### src/rtl/fifo_ctrl_pkg.sv
// Shared FIFO constants and controller state encoding used by the
// pointer datapath, the controller and its testbench.
package fifo_ctrl_pkg;

  localparam int FIFO_DEPTH  = 8;
  localparam int FIFO_ADDR_W = 3;
  localparam int FIFO_CNT_W  = FIFO_ADDR_W + 1;

  typedef enum logic [1:0] {
    ST_EMPTY   = 2'd0,
    ST_PARTIAL = 2'd1,
    ST_FULL    = 2'd2
  } fifo_state_e;

  // Occupancy needs one extra bit so that "exactly DEPTH" is representable.
  function automatic int cnt_width(input int addr_w);
    return addr_w + 1;
  endfunction

endpackage : fifo_ctrl_pkg

### src/rtl/fifo_ctrl_if.sv
// Request/acknowledge and status bundle between a FIFO user (master)
// and the fifo_ctrl pointer/occupancy controller (slave).
interface fifo_ctrl_if
  import fifo_ctrl_pkg::*;
#(
  parameter int DEPTH  = FIFO_DEPTH,
  parameter int ADDR_W = FIFO_ADDR_W
) ();

  logic              wr_req;
  logic              rd_req;
  logic              wr_ack;
  logic              rd_ack;
  logic [DEPTH-1:0]  wr_load;
  logic [ADDR_W-1:0] rd_sel;
  logic [ADDR_W-1:0] wr_adr;
  logic [ADDR_W:0]   count;
  logic              full;
  logic              empty;
  logic              ovf;
  logic              udf;
  fifo_state_e       state;

  modport master (
    output wr_req, rd_req,
    input  wr_ack, rd_ack, wr_load, rd_sel, wr_adr, count,
    input  full, empty, ovf, udf, state
  );

  modport slave (
    input  wr_req, rd_req,
    output wr_ack, rd_ack, wr_load, rd_sel, wr_adr, count,
    output full, empty, ovf, udf, state
  );

endinterface : fifo_ctrl_if

### src/rtl/fifo_ctrl_ptr.sv
// Enable-gated wrapping pointer; wraps DEPTH-1 -> 0 naturally because
// DEPTH is exactly 2**ADDR_W.
module fifo_ptr #(
  parameter int ADDR_W = 3
) (
  input  logic              clk,
  input  logic              reset,
  input  logic              en_i,
  output logic [ADDR_W-1:0] ptr_o
);

  logic [ADDR_W-1:0] ptr_q;
  logic [ADDR_W-1:0] ptr_d;

  // NOTE: default first so every path assigns ptr_d and no latch is inferred.
  always_comb begin
    ptr_d = ptr_q;
    if (en_i) begin
      ptr_d = ptr_q + ADDR_W'(1);
    end
  end

  // NOTE: non-blocking here so all registers see pre-edge values together.
  always_ff @(posedge clk) begin
    if (reset) begin
      ptr_q <= '0;
    end else begin
      ptr_q <= ptr_d;
    end
  end

  assign ptr_o = ptr_q;

endmodule : fifo_ptr

### src/rtl/fifo_ctrl.sv
// FIFO controller: accept/reject decisions, one-hot slot load decode,
// occupancy count, sticky overflow/underflow flags and EMPTY/PARTIAL/FULL FSM.
module fifo_ctrl
  import fifo_ctrl_pkg::*;
#(
  parameter int DEPTH  = FIFO_DEPTH,
  parameter int ADDR_W = FIFO_ADDR_W
) (
  input  logic        clk,
  input  logic        reset,
  fifo_ctrl_if.slave  bus
);

  localparam int                CNT_W    = ADDR_W + 1;
  localparam logic [CNT_W-1:0]  CNT_FULL = CNT_W'(DEPTH);
  localparam logic [CNT_W-1:0]  CNT_LAST = CNT_W'(DEPTH - 1);

  if (DEPTH != (1 << ADDR_W)) begin : g_bad_depth
    $error("fifo_ctrl: DEPTH must equal 2**ADDR_W");
  end

  logic [CNT_W-1:0]  count_q, count_d;
  logic              ovf_q, ovf_d;
  logic              udf_q, udf_d;
  fifo_state_e       state_q, state_d;

  logic              full;
  logic              empty;
  logic              wr_ack;
  logic              rd_ack;
  logic [ADDR_W-1:0] wr_adr;
  logic [ADDR_W-1:0] rd_sel;
  logic [DEPTH-1:0]  wr_load;

  // Flags come from registered occupancy only, so requests never feed them.
  assign full  = (count_q == CNT_FULL);
  assign empty = (count_q == '0);

  assign wr_ack = bus.wr_req && !full  && !reset;
  assign rd_ack = bus.rd_req && !empty && !reset;

  fifo_ptr #(.ADDR_W(ADDR_W)) u_wr_ptr (
    .clk   (clk),
    .reset (reset),
    .en_i  (wr_ack),
    .ptr_o (wr_adr)
  );

  fifo_ptr #(.ADDR_W(ADDR_W)) u_rd_ptr (
    .clk   (clk),
    .reset (reset),
    .en_i  (rd_ack),
    .ptr_o (rd_sel)
  );

  always_comb begin
    wr_load = '0;
    if (wr_ack) begin
      wr_load[wr_adr] = 1'b1;
    end
  end

  always_comb begin
    count_d = count_q;
    unique case ({wr_ack, rd_ack})
      2'b10:   count_d = count_q + CNT_W'(1);
      2'b01:   count_d = count_q - CNT_W'(1);
      default: count_d = count_q;
    endcase
    ovf_d = ovf_q || (bus.wr_req && full);
    udf_d = udf_q || (bus.rd_req && empty);
  end

  // Only a single-sided accept moves occupancy, hence the FSM edges.
  always_comb begin
    state_d = state_q;
    unique case (state_q)
      ST_EMPTY: begin
        if (wr_ack && !rd_ack) state_d = ST_PARTIAL;
      end
      ST_PARTIAL: begin
        if (wr_ack && !rd_ack && count_q == CNT_LAST) begin
          state_d = ST_FULL;
        end else if (rd_ack && !wr_ack && count_q == CNT_W'(1)) begin
          state_d = ST_EMPTY;
        end
      end
      ST_FULL: begin
        if (rd_ack && !wr_ack) state_d = ST_PARTIAL;
      end
      default: state_d = ST_EMPTY;
    endcase
  end

  // NOTE: only control state is reset; slot storage lives outside and keeps its data.
  always_ff @(posedge clk) begin
    if (reset) begin
      count_q <= '0;
      ovf_q   <= 1'b0;
      udf_q   <= 1'b0;
      state_q <= ST_EMPTY;
    end else begin
      count_q <= count_d;
      ovf_q   <= ovf_d;
      udf_q   <= udf_d;
      state_q <= state_d;
    end
  end

  assign bus.wr_ack  = wr_ack;
  assign bus.rd_ack  = rd_ack;
  assign bus.wr_load = wr_load;
  assign bus.rd_sel  = rd_sel;
  assign bus.wr_adr  = wr_adr;
  assign bus.count   = count_q;
  assign bus.full    = full;
  assign bus.empty   = empty;
  assign bus.ovf     = ovf_q;
  assign bus.udf     = udf_q;
  assign bus.state   = state_q;

endmodule : fifo_ctrl

### src/flat_wrapper.sv
// flat-port wrapper written by rule: the top's interface ports become plain ports
module fifo_ctrl_flat import fifo_ctrl_pkg::*;
#(
  parameter int DEPTH  = FIFO_DEPTH,
  parameter int ADDR_W = FIFO_ADDR_W
)
  (clk, reset, bus_wr_req, bus_rd_req, bus_wr_ack, bus_rd_ack, bus_wr_load, bus_rd_sel, bus_wr_adr, bus_count, bus_full, bus_empty, bus_ovf, bus_udf, bus_state);
  fifo_ctrl_if #(.DEPTH(DEPTH), .ADDR_W(ADDR_W)) bus_i ();
  input  logic clk;
  input  logic reset;
  input wire logic [$bits(bus_i.wr_req)-1:0] bus_wr_req;
  input wire logic [$bits(bus_i.rd_req)-1:0] bus_rd_req;
  output wire logic [$bits(bus_i.wr_ack)-1:0] bus_wr_ack;
  output wire logic [$bits(bus_i.rd_ack)-1:0] bus_rd_ack;
  output wire logic [$bits(bus_i.wr_load)-1:0] bus_wr_load;
  output wire logic [$bits(bus_i.rd_sel)-1:0] bus_rd_sel;
  output wire logic [$bits(bus_i.wr_adr)-1:0] bus_wr_adr;
  output wire logic [$bits(bus_i.count)-1:0] bus_count;
  output wire logic [$bits(bus_i.full)-1:0] bus_full;
  output wire logic [$bits(bus_i.empty)-1:0] bus_empty;
  output wire logic [$bits(bus_i.ovf)-1:0] bus_ovf;
  output wire logic [$bits(bus_i.udf)-1:0] bus_udf;
  output wire logic [$bits(bus_i.state)-1:0] bus_state;
  assign bus_i.wr_req = bus_wr_req;
  assign bus_i.rd_req = bus_rd_req;
  assign bus_wr_ack = bus_i.wr_ack;
  assign bus_rd_ack = bus_i.rd_ack;
  assign bus_wr_load = bus_i.wr_load;
  assign bus_rd_sel = bus_i.rd_sel;
  assign bus_wr_adr = bus_i.wr_adr;
  assign bus_count = bus_i.count;
  assign bus_full = bus_i.full;
  assign bus_empty = bus_i.empty;
  assign bus_ovf = bus_i.ovf;
  assign bus_udf = bus_i.udf;
  assign bus_state = bus_i.state;
  fifo_ctrl #(.DEPTH(DEPTH), .ADDR_W(ADDR_W)) u_core (.clk(clk), .reset(reset), .bus(bus_i));
endmodule
### config.mk
export PLATFORM = sky130hd
export DESIGN_NAME = fifo_ctrl_flat
export DESIGN_NICKNAME = d
export VERILOG_FILES = /design/src/rtl/fifo_ctrl_pkg.sv /design/src/rtl/fifo_ctrl_if.sv /design/src/rtl/fifo_ctrl_ptr.sv /design/src/rtl/fifo_ctrl.sv /design/src/flat_wrapper.sv
export SDC_FILE = /design/constraint.sdc
export NUM_CORES = 1
export LEC_CHECK = 0
export CORE_MARGIN = 2
export CORE_UTILIZATION = 35
export CTS_BUF_LIST = sky130_fd_sc_hd__clkbuf_8 sky130_fd_sc_hd__clkbuf_16
export CTS_CLUSTER_DIAMETER = 100
export DETAILED_ROUTE_END_ITERATION = 12
export GPL_TIMING_DRIVEN = 0
export PLACE_DENSITY = 0.74
export SYNTH_ARGS = -nofsm -noshare
export SYNTH_HDL_FRONTEND = slang
export SYNTH_SLANG_ARGS = --single-unit
### constraint.sdc
create_clock -name clk -period 2.92 [get_ports clk]
set_clock_uncertainty 0.05 [all_clocks]
set_input_delay 0.292 -clock clk [delete_from_list [all_inputs] [get_ports clk]]
set_output_delay 0.292 -clock clk [all_outputs]
set_load 0.03 [all_outputs]
-- Yosys cells after proc, flatten, opt, wreduce, memory -nomap -nowiden
Index checks and enable logic that the tools add are counted.
- mux-type cells: 9
- add/sub/neg operators: 4
- reductions and logical operators: 22
- order comparisons: 2
- eq/ne operators: 10
- operators by type and width (cell ; number):
    $logic_and A1 B1 Y1 ; 11
    $mux W2 ; 4
    $mux W8 ; 1
    $pmux W4 S2 ; 1
    $add A3 B1 Y3 const B ; 2
    $pmux W2 S3 ; 1
    $logic_not A1 Y1 ; 5
    $add A4 B1 Y4 const B ; 1
    $eq A2 B1 Y1 const B ; 2
    $eq A2 B2 Y1 const B ; 2
    $eq A4 B1 Y1 const B ; 1
    $eq A4 B3 Y1 const B ; 1
    $eq A4 B4 Y1 const B ; 1
    $logic_not A4 Y1 ; 1
    $lt A3 B4 Y1 const B ; 1
    $ne A2 B1 Y1 const B ; 2
    $sub A4 B1 Y4 const B ; 1
    $demux W1 S3 ; 1
    $ge A3 B1 Y1 const B ; 1
    $ne A3 B1 Y1 const B ; 1
    $reduce_and A3 Y1 ; 1
    $logic_not A2 Y1 ; 1
    $logic_or A1 B1 Y1 ; 2
    $reduce_bool A2 Y1 ; 1
    $mux W1 ; 1
- output and inout bits: 26
- bits in registers: 14
- input bits: 4

-- Logic depth before layout (Yosys ltp)
- depth after elaboration: 10
- gate-level depth with buffers: 11
- gate-level depth less buffers: 10

-- Hierarchy
From an unflattened synthesis, not the netlist that was laid out.
- cells, all modules: 89
- area total of the unflattened synthesis: 790.8 um^2
- by module, submodules not included (module ; cells each ; instances ; area each (um^2)):
    fifo_ctrl ; 67 ; 1 ; 548.0
    fifo_ptr ; 11 ; 2 ; 121.4

-- Worst setup path after synthesis
OpenSTA, ideal clock, no wires.
- kind: reg-to-reg
- start: register u_core.count_q[0] (netlist: u_core.bus.count[0])
- end: register u_core.count_q[3] (netlist: u_core.bus.count[3])
- arrival time: 3.018 ns
- buffers on the path: 1
- period minus slack after synthesis: 3.191 ns
- stages on the path, launching flop included: 12
- setup slack: -0.271 ns
- path through: dfxtp_1 > inv_1 > ha_1 > or3b_2 > inv_2 > or3_1 > inv_1 > ha_1 > buf_4 > or4b_1 > a21oi_1 > mux2_1
- word-level cells in the longest chain between the ends: 6
- RTL lines (element ; line ; source):
    start, declared ; fifo_ctrl.sv:22 ; logic [CNT_W-1:0] count_q, count_d;
    start signal, assigned ; fifo_ctrl.sv:103 ; count_q <= count_d;
    $logic_not A4 Y1 * ; fifo_ctrl.sv:37 ; assign empty = (count_q == '0);
    net bus_empty ; flat_wrapper.sv:20 ; output wire logic [$bits(bus_i.empty)-1:0] bus_empty;
    $logic_not A1 Y1 * ; fifo_ctrl.sv:40 ; assign rd_ack = bus.rd_req && !empty && !reset;
    $logic_and A1 B1 Y1 * (2 in series) ; fifo_ctrl.sv:40 ;
    net bus_rd_ack ; flat_wrapper.sv:14 ; output wire logic [$bits(bus_i.rd_ack)-1:0] bus_rd_ack;
    $eq A2 B1 Y1 or $eq A2 B2 Y1 (tied branches) ; fifo_ctrl.sv:65 ; unique case ({wr_ack, rd_ack})
    $pmux W4 S2 or $reduce_bool A2 Y1 (tied branches) ; n/a ;
The timed path passes the listed nets; every way through them passes the cells marked *.
A chain may end at the register's enable or synchronous reset.

-- Worst setup path after layout
- start: register u_core.count_q[0] (netlist: u_core.bus.count[0])
- end: register u_core.count_q[3] (netlist: u_core.bus.count[3])
- word-level cells in the longest chain between the ends: 6
- RTL lines (element ; line):
    $eq A4 B4 Y1 or $logic_not A4 Y1 (tied branches) ; fifo_ctrl.sv:36, fifo_ctrl.sv:37
    $logic_not A1 Y1, on equally long branches ; fifo_ctrl.sv:39, fifo_ctrl.sv:40
    $logic_and A1 B1 Y1, on equally long branches (2 in series) ; fifo_ctrl.sv:39, fifo_ctrl.sv:40
    $eq A2 B1 Y1 or $eq A2 B2 Y1 (tied branches) ; fifo_ctrl.sv:65
    $pmux W4 S2 or $reduce_bool A2 Y1 (tied branches) ; n/a
Parallel ways exist; a longest one is shown, timed or not.

==> run summary <==
status: complete, no violations
first-pass GRT wire length: 3070 um
r2r startpoint: u_core.bus.count[0]$_SDFFE_PP0P_
Max clock buf depth: 2
# rows: 18
initial drt markers: 15
clock power share: 27.4%
DPL Wire Length: 1480 um
most frequent cells in the layout: clkdlybuf4s50_1, nor2_1, dfxtp_1
WL/cell: 11.9 um
placed cell count: 157
# IOs: 30
Worst-Skew Late Latency: 250 ps
Worst setup EP type: flip-flop
core area: 0.00241 mm^2
Flop pwr share: 38.4%
ant diodes: 0
min-delay src: u_core.bus.ovf$_SDFF_PP0_
RSZ-0062 raised after global routing: no
most common library cell in the layout ignoring fill and taps: clkdlybuf4s50_1
Worst Reg-to-Reg Cells: 11
Maximum Capacitance Violations: 0
r2r endpoint: u_core.bus.count[3]$_SDFFE_PP0P_
Reg clk slew, reported paths: 60 ps
power per cell area: 477 mW/mm^2
vias post-DR: 782
Cell Area, Placed: 0.00121 mm^2
Die Wd: 53.9 um
initial antenna violation count: 0
Post-Route Setup TNS: 0 ps
final instance area: 0.00126 mm^2
Post-Synthesis Cells: 98
final setup fails: 0
clk sink count: 14
Peak Freq: 0.359 GHz
Post-synth EDFFs: 0
leakage: 0.490 nW
Avg Cell Area, Syn: 8.89 um^2
Int Pwr: 0.391 mW
Worst VDD drop: 358 uV
post-synth cell types: 33
Port Buffers: 29
CP startpoint kind: flip-flop
FILL cells: 213
final WL: 1920 um
GRT Residual Overflow: 0
area grow syn2layout: 44.7%
Seq cells post-synth: 14
Async SR Flop Fraction: 0%
CP Data Arrival Time: 2870 ps
Slew Viols, Final: 0
Worst Hold Endpoint: u_core.bus.ovf$_SDFF_PP0_
Comb power frac: 34.3%
fin cells: 161
Critical Path RT: 3000 ps
syn_nets: 109
nets: 143
fin crit period: 2780 ps
Yosys warnings: 0
initial core utilization: 36.1%
Post CTS Setup Buffer Count: 0
Tcrit/Tclk final: 95.3%
total power draw: 0.601 mW
r2r setup slk: 140 ps
final hold vios: 0
Root Driver: clkbuf_8
ys flop type: dfxtp_1
vias per cell: 4.86
die area: 0.00290 mm^2
vias in the first global route: 710
CTS tree: done
CTS buffer count: 3
Hold Path Class: flip-flop to flip-flop
Worst slew margin: 70.0%
net switching power figure: 0.210 mW
largest net degree at the start of global routing: 11
Die H: 53.9 um
Final ANT Viol Nets: 0
layout cells sized above 1: 16.0%
# H-tree levels: 1
GRT Total Usage: 14.8%
DRC Markers: 0
DRT Pass-1 Iters: 4
Hold Path Depth: 2
Crit Path Max Fanout: 7
Setup CP Type: flip-flop to flip-flop
Sw Share: 34.9%
gp weighted congestion: 0.786
Post-Synthesis Cell Area: 871 um^2
Worst-Margin Slew: 449 ps
Seq/Total Area, Yosys: 32.2%
==> power by group through the flow <==
stage / clock, mW / sequential [mW] / combinational (mW)
after floorplan: 0 / 0.261 / 0.101
after global placement: 0 / 0.233 / 0.196
after detailed placement: 0 / 0.234 / 0.200
after CTS: 0.167 / 0.230 / 0.201
after global routing: 0.177 / 0.233 / 0.223
final: 0.164 / 0.230 / 0.206
==> metrics by stage <==
step / hold WS, ps / setup slack (ps) / utilization, %
after floorplan: 383 / 32.7 / -
after global placement: 401 / 53.1 / 50.1
after detailed placement: 415 / 46.1 / 50.1
after CTS: 431 / 78.6 / 51.9
after global routing: 454 / 21.0 / 52.3
final: 422 / 138 / 52.3
==> cell families (layout without fill, tap and decap cells) <==
kind of cell	after synthesis	after routing	share of synthesized area [%]
adder cells (fa/ha/maj)	7	7	10.1
buffers and inverters	13	46	7.19
AND/OR/NAND/NOR	41	41	32.2
AO/OA/AOI/OAI	16	16	10.2
flip-flops	14	14	32.2
XOR/XNOR	2	2	2.01
multiplexers	5	5	6.18
==> worst max path at each step <==
stage / slack, ps / startpoint / depth (start not counted) / to
after global placement: 50 / reset / 9 / u_core.bus.count[3]$_SDFFE_PP0P_
after floorplan: 30 / u_core.bus.count[0]$_SDFFE_PP0P_ / 11 / u_core.bus.count[3]$_SDFFE_PP0P_
after CTS: 80 / u_core.bus.count[0]$_SDFFE_PP0P_ / 11 / u_core.bus.count[3]$_SDFFE_PP0P_
after global routing: 20 / u_core.bus.count[1]$_SDFFE_PP0P_ / 11 / u_core.bus.count[3]$_SDFFE_PP0P_
after detailed placement: 50 / reset / 9 / u_core.bus.count[3]$_SDFFE_PP0P_
final: 140 / u_core.bus.count[0]$_SDFFE_PP0P_ / 11 / u_core.bus.count[3]$_SDFFE_PP0P_
==> sequential cells by signal, summed over array words and instances, names as in the netlist <==
name,count
u_core.u_wr_ptr.ptr_o,3
u_core.bus.state,2
u_core.u_rd_ptr.ptr_o,3
u_core.bus.count,4
u_core.bus.ovf,1
u_core.bus.udf,1
==> cell usage after synthesis (2+ instances only) <==
cell type	instances	area (um^2)
a21oi_1	8	40.0
clkbuf_1	2	7.51
dfxtp_1	14	280
ha_1	7	87.6
inv_1	7	26.3
mux2_2	2	22.5
mux2i_1	2	20.0
nand2b_1	3	18.8
nand3_1	4	20.0
nand4b_1	2	17.5
nor2_1	12	45.0
nor2b_1	3	18.8
nor3_2	3	30.0
o21ai_0	5	25.0
or3_1	5	31.3
xor2_1	2	17.5
==> per-layer routing <==
layer  track usage, %  vias to the layer above  wire length, um  share of wire [%]
li1                 -                      408                -                  -
met4             10.3                        0               48                2.5
met1             17.6                      348              882                 46
met3             2.22                        4              107                5.6
met5                0                        -                0                  0
met2             24.2                       22              882                 46
==> cell type report <==
class	count	area, um^2	share of cell area (%)
Multi-Input combinational cell	71	537	42.6
Timing Repair Buffer	29	290	23.0
Sequential cell	14	288	22.8
Inverter	9	36.3	2.88
Tap cell	30	37.5	2.98
Clock inverter	1	3.75	0.298
Clock buffer	3	41.3	3.28
Buffer	4	26.3	2.09
==> worst max-delay path, cell delays in order, from the launching register on <==
cell and delay [ps]:
dfxtp_4 380, inv_1 50, ha_2 200, or3b_4 260, inv_2 50, or3_1 360
inv_2 80, ha_1 140, buf_4 150, or4b_1 470, a21oi_2 160, mux2_1 320
==> timing repair <==
item,CTS,global route
endpoints found under the setup margin,0,1
gates resized for setup,0,3
hold buffers,0,0
Note: power is estimated with default switching activity, not from simulation.
